==> src/rtl/nnet_pkg.sv <==
// Shared types and defaults for the nnet result-stream packetizer.
// Length width, FSM encoding and settings-bus defaults live here.
package nnet_pkg;

  localparam int LEN_W              = 16;
  localparam int SR_SIZE_OUTPUT_DEF = 130;
  localparam int DEFAULT_SIZE_DEF   = 16;

  typedef logic [LEN_W-1:0] len_t;

  typedef enum logic {
    ST_IDLE = 1'b0,
    ST_BODY = 1'b1
  } pkt_state_e;

  // A programmed length of zero still yields one-beat packets.
  function automatic len_t eff_len(input len_t s);
    return (s == '0) ? len_t'(1) : s;
  endfunction

endpackage

==> src/rtl/nnet_sync_fifo.sv <==
// Single-clock FIFO with occupancy count and synchronous flush.
// Head word is presented combinationally on dout.
module nnet_sync_fifo #(
  parameter int WIDTH      = 16,
  parameter int DEPTH_LOG2 = 5
) (
  input  logic                  clk,
  input  logic                  reset,
  input  logic                  clear,
  input  logic                  push,
  input  logic                  pop,
  input  logic [WIDTH-1:0]      din,
  output logic [WIDTH-1:0]      dout,
  output logic                  full,
  output logic                  empty,
  output logic [DEPTH_LOG2:0]   count
);

  localparam int DEPTH = 1 << DEPTH_LOG2;

  logic [WIDTH-1:0]      mem [DEPTH];
  logic [DEPTH_LOG2-1:0] wr_ptr;
  logic [DEPTH_LOG2-1:0] rd_ptr;
  logic                  do_push;
  logic                  do_pop;

  assign full    = (count == (DEPTH_LOG2+1)'(DEPTH));
  assign empty   = (count == '0);
  assign do_push = push && !full;
  assign do_pop  = pop && !empty;
  assign dout    = mem[rd_ptr];

  always_ff @(posedge clk) begin
    if (reset || clear) begin
      wr_ptr <= '0;
      rd_ptr <= '0;
      count  <= '0;
    end else begin
      if (do_push) wr_ptr <= wr_ptr + 1'b1;
      if (do_pop)  rd_ptr <= rd_ptr + 1'b1;
      unique case ({do_push, do_pop})
        2'b10:   count <= count + 1'b1;
        2'b01:   count <= count - 1'b1;
        default: ;
      endcase
    end
  end

  always_ff @(posedge clk) begin
    if (do_push) mem[wr_ptr] <= din;
  end

endmodule

==> src/rtl/nnet_fifo_packetizer.sv <==
// Buffers an HLS ap_fifo result stream and frames it into AXI-stream
// packets of programmable length, tagged with the latched header.
module nnet_fifo_packetizer
  import nnet_pkg::*;
#(
  parameter int WIDTH          = 16,
  parameter int DEPTH_LOG2     = 5,
  parameter int SR_SIZE_OUTPUT = SR_SIZE_OUTPUT_DEF,
  parameter int DEFAULT_SIZE   = DEFAULT_SIZE_DEF
) (
  input  logic             clk,
  input  logic             reset,
  input  logic             clear,
  input  logic             set_stb,
  input  logic [7:0]       set_addr,
  input  logic [31:0]      set_data,
  input  logic [WIDTH-1:0] res_din,
  input  logic             res_write,
  output logic             res_full_n,
  input  logic [127:0]     tuser_in,
  input  logic             tuser_stb,
  output logic [WIDTH-1:0] o_tdata,
  output logic             o_tlast,
  output logic             o_tvalid,
  input  logic             o_tready,
  output logic [127:0]     o_tuser,
  output logic             overflow_err
);

  localparam int CW    = DEPTH_LOG2 + 1;
  localparam int DEPTH = 1 << DEPTH_LOG2;

  logic          push;
  logic          pop;
  logic          full;
  logic          empty;
  logic [CW-1:0] count;
  logic [CW-1:0] cnt_nxt;

  pkt_state_e    state;
  pkt_state_e    state_nxt;
  len_t          size_reg;
  len_t          pkt_len;
  len_t          pkt_len_q;
  len_t          beat_cnt;
  len_t          beat_nxt;
  logic [127:0]  hdr_hold;
  logic [127:0]  tuser_q;
  logic          last_beat;
  logic          unused_hi;

  assign unused_hi = ^set_data[31:16];

  nnet_sync_fifo #(
    .WIDTH      (WIDTH),
    .DEPTH_LOG2 (DEPTH_LOG2)
  ) u_fifo (
    .clk   (clk),
    .reset (reset),
    .clear (clear),
    .push  (push),
    .pop   (pop),
    .din   (res_din),
    .dout  (o_tdata),
    .full  (full),
    .empty (empty),
    .count (count)
  );

  assign push      = res_write && res_full_n && !full && !clear;
  assign o_tvalid  = !empty;
  assign pop       = o_tvalid && o_tready;
  assign cnt_nxt   = count + CW'(push) - CW'(pop);

  // Length and header follow live settings only until the first beat goes out.
  assign pkt_len   = (state == ST_IDLE) ? eff_len(size_reg) : pkt_len_q;
  assign o_tuser   = (state == ST_IDLE) ? hdr_hold : tuser_q;
  assign last_beat = (beat_cnt == pkt_len - 1'b1);
  assign o_tlast   = o_tvalid && last_beat;

  always_comb begin
    state_nxt = state;
    beat_nxt  = beat_cnt;
    case (state)
      ST_IDLE: begin
        if (pop && !last_beat) begin
          state_nxt = ST_BODY;
          beat_nxt  = len_t'(1);
        end
      end
      ST_BODY: begin
        if (pop) begin
          if (last_beat) begin
            state_nxt = ST_IDLE;
            beat_nxt  = '0;
          end else begin
            beat_nxt  = beat_cnt + 1'b1;
          end
        end
      end
      default: begin
        state_nxt = ST_IDLE;
        beat_nxt  = '0;
      end
    endcase
  end

  always_ff @(posedge clk) begin
    if (reset) begin
      state        <= ST_IDLE;
      beat_cnt     <= '0;
      pkt_len_q    <= len_t'(1);
      tuser_q      <= '0;
      size_reg     <= len_t'(DEFAULT_SIZE);
      hdr_hold     <= '0;
      res_full_n   <= 1'b1;
      overflow_err <= 1'b0;
    end else begin
      if (set_stb && set_addr == 8'(SR_SIZE_OUTPUT))
        size_reg <= set_data[15:0];
      if (tuser_stb)
        hdr_hold <= tuser_in;
      if (clear) begin
        state        <= ST_IDLE;
        beat_cnt     <= '0;
        res_full_n   <= 1'b1;
        overflow_err <= 1'b0;
      end else begin
        state      <= state_nxt;
        beat_cnt   <= beat_nxt;
        res_full_n <= (cnt_nxt != CW'(DEPTH));
        if (res_write && !res_full_n)
          overflow_err <= 1'b1;
        if (state == ST_IDLE && pop) begin
          pkt_len_q <= pkt_len;
          tuser_q   <= o_tuser;
        end
      end
    end
  end

endmodule

==> config.mk <==
export PLATFORM = sky130hd
export DESIGN_NAME = nnet_fifo_packetizer
export DESIGN_NICKNAME = d
export VERILOG_FILES = /design/src/rtl/nnet_pkg.sv /design/src/rtl/nnet_sync_fifo.sv /design/src/rtl/nnet_fifo_packetizer.sv
export SDC_FILE = /design/constraint.sdc
export NUM_CORES = 1
export LEC_CHECK = 0
export ABC_AREA = 0
export BUFFER_PORTS_ARGS = -buffer_cell sky130_fd_sc_hd__buf_4
export CAP_MARGIN = 20
export CORE_MARGIN = 2
export CORE_UTILIZATION = 55
export CTS_BUF_LIST = sky130_fd_sc_hd__clkbuf_16
export DETAILED_ROUTE_END_ITERATION = 10
export PLACE_DENSITY = 0.87
export SKIP_CTS_REPAIR_TIMING = 1
export SYNTH_ARGS = -nofsm -noshare
export SYNTH_HDL_FRONTEND = slang
export SYNTH_SLANG_ARGS = --single-unit
==> constraint.sdc <==
create_clock -name clk -period 7.5 [get_ports clk]
set_input_delay 0.375 -clock clk [delete_from_list [all_inputs] [get_ports clk]]
set_output_delay 0.375 -clock clk [all_outputs]
set_load 0.01 [all_outputs]
==> impl_metrics.toml <==
[outcome]
outcome = "finished, violations left"
violations = "hold timing"

[place]
dp_hpwl_microns = 51330
preCtsSetupSlack_ps = 3155
numPortBuffers = 322
placedInstanceArea_sq_um = 37330
place_congestion = 0.8847

[cts]
cts_buffer_depth = 3
clockRootBuffer = "clkbuf_16"
cts_tree = "done"
numCtsBuffers = 84
cts_sinks = 840
path_clk_slew_ps = 70
clock_latency_ps = 640
htree_levels = 3

[yosys]
avgSynthCellArea_sq_um = 14.12
synth_top_area_share = 0.4512
synth_edf_count = 512
syn_inst = 2413
synth_fp_nets = 2627
ys.flop_type = "edfxtp_1"
synthTopCellsByArea = "edfxtp_1, dfxtp_1, mux4_2"
ys_seq_elements = 840
synth_area_leader_cell = "edfxtp_1"
synthArstFlopShare = 0
syn_area_sq_um = 34080
ys_warn_count = 0
seq_area_frac_synth = 0.6439
synthTopCellsByCount = "edfxtp_1, dfxtp_1, nand2_1, nor2_1, a21oi_1"
synth_cell_types = 63
synth_most_common_cell = "edfxtp_1"

[worst_setup_path]
critPathMaxFanout = 67
endpoint_kind = "output port"
crit_arrival_ps = 4590
start_kind = "flop"
crit_required_ps = 7120
critPathKind = "reg2out"

[die]
coreArea_sq_um = 61480
start_util = 0.5542
fp.dieArea_sq_um = 63960
top_level_ports = 339
die_y_microns = 252.9
die_x_microns = 252.9
rows = 91

[layout]
n_fill_cell = 3953
largest_register = "u_fifo.mem"
postLayoutCoreUtil = 0.6638
layout.nets = 3002
top_regs = "u_fifo.mem: 512 flops, hdr_hold: 128 flops, tuser_q: 128 flops"
drive_above_1_share = 0.2911
finalInstanceArea_sq_um = 40810
syn_to_final_growth_pct = 19.77
largest_reg_flops = 512

[sta]
fin_tns_setup_ps = 0
maxSlewViolCount = 0
setup_viol = 0
timing.final.ws_setup_ps = 2534
max-slew-margin-rel = 0.2463
holdWs_ps = -24.70
rsz0062_at_grt = "false"
hold_viol_final = 34
fin_crit_sh = 0.6621
max_freq_mhz = 201.4
period_minus_slack_ps = 4966
worst_pin_slew_ps = 1131
fin_skew_ps = 19.24

[detailed_routing]
drt_iter0_drc = 1824
vias = 22136
routed_wl_microns = 89140
drtAntennaViolNets = 0
drc = 0
wire_per_inst_microns = 24.42
firstDrtPassIters = 6
viasPerCell = 6.063

[power_and_ir_drop]
p_per_area_nw_per_um2 = 237.2
leakage_uw = 0.01467
ir_worst_vdd_mv = 0.1849

[global_route]
grt_pass1_vias = 22250
grt_pass1_wl_microns = 130100
grt_overflow = 0
grtUsageTotal = 0.2667
grt_max_degree = 123
grt_antenna_before_repair = 4

[flow_run]
maxCapViolCount = 0

[min_path]
hp-class = "in2reg"
per-layer routing:
metal | vias to the layer above | global-route usage | part of all wire
met5 | - | 0 | 0
met4 | 0 | 0.1112 | 0.039
met3 | 226 | 0.07062 | 0.086
met2 | 1104 | 0.4659 | 0.52
met1 | 11126 | 0.3116 | 0.36
li1 | 9680 | - | -
kinds of logic after synthesis:
| kind of cell | share of synthesized area |
|---|---|
| adders and majority gates | 0.008886 |
| DFF | 0.6439 |
| AOI/OAI and AO/OA | 0.04090 |
| buffers and inverters | 0.02016 |
| muxes | 0.2012 |
| and+or+nand+nor | 0.07725 |
| xor gates and xnor gates | 0.007711 |
metrics by stage:
| step | std cells | total power (uW) |
|---|---|---|
| floorplan | 2413 | 5321 |
| global placement | 3419 | 5543 |
| detailed placement | 3422 | 5570 |
| CTS | 3578 | 9685 |
| global route | 3651 | 9930 |
| finish | 3651 | 9682 |
final cells by class:
class,count,area [sq um],share of cell area
inverter,33,123.9,0.003035
clock inverter,70,560.5,0.01373
tap,790,988.4,0.02422
clock buffer,86,2152,0.05273
multi-input combinational,1393,11480,0.2812
timing repair buffer,436,3551,0.08700
sequential,840,21950,0.5379
antenna,3,7.507,0.0001839
path summary, 6_finish.rpt:
check	startpoint	to	slack, ps	cells after the start
max	flop	o_tlast	2530	9
min	tuser_in[122]	hdr_hold[122]	-20	3
max reg2reg	flop	beat_cnt[7]	3030	10
min reg2reg	tuser_q[5]	tuser_q[5]	450	2
critical path, stage by stage (launching register included):
cell	delay, ps
dfxtp_4	660
buf_4	770
or3b_1	480
a22o_1	350
or4_1	520
o211a_1	250
o31ai_4	320
nand4_1	250
a21oi_1	200
buf_4	140
where the power goes:
part / switching [uW] / total (uW) / internal (uW)
sequential: 42.8 / 4980 / 4940
combinational: 277 / 535 / 259
clock: 1800 / 4160 / 2370
total: 2120 / 9680 / 7570
cells in the final DEF (no fill, tap or decap), types with 86 or more instances in the layout:
cell       count
edfxtp_1     512
nor2_1       212
clkbuf_16     86
dfxtp_1      324
mux2i_1      154
nand2_1      313
mux2_2       152
a21oi_1      169
mux4_2       160
buf_4        360
No activity file was read; power rests on OpenSTA's default activity.
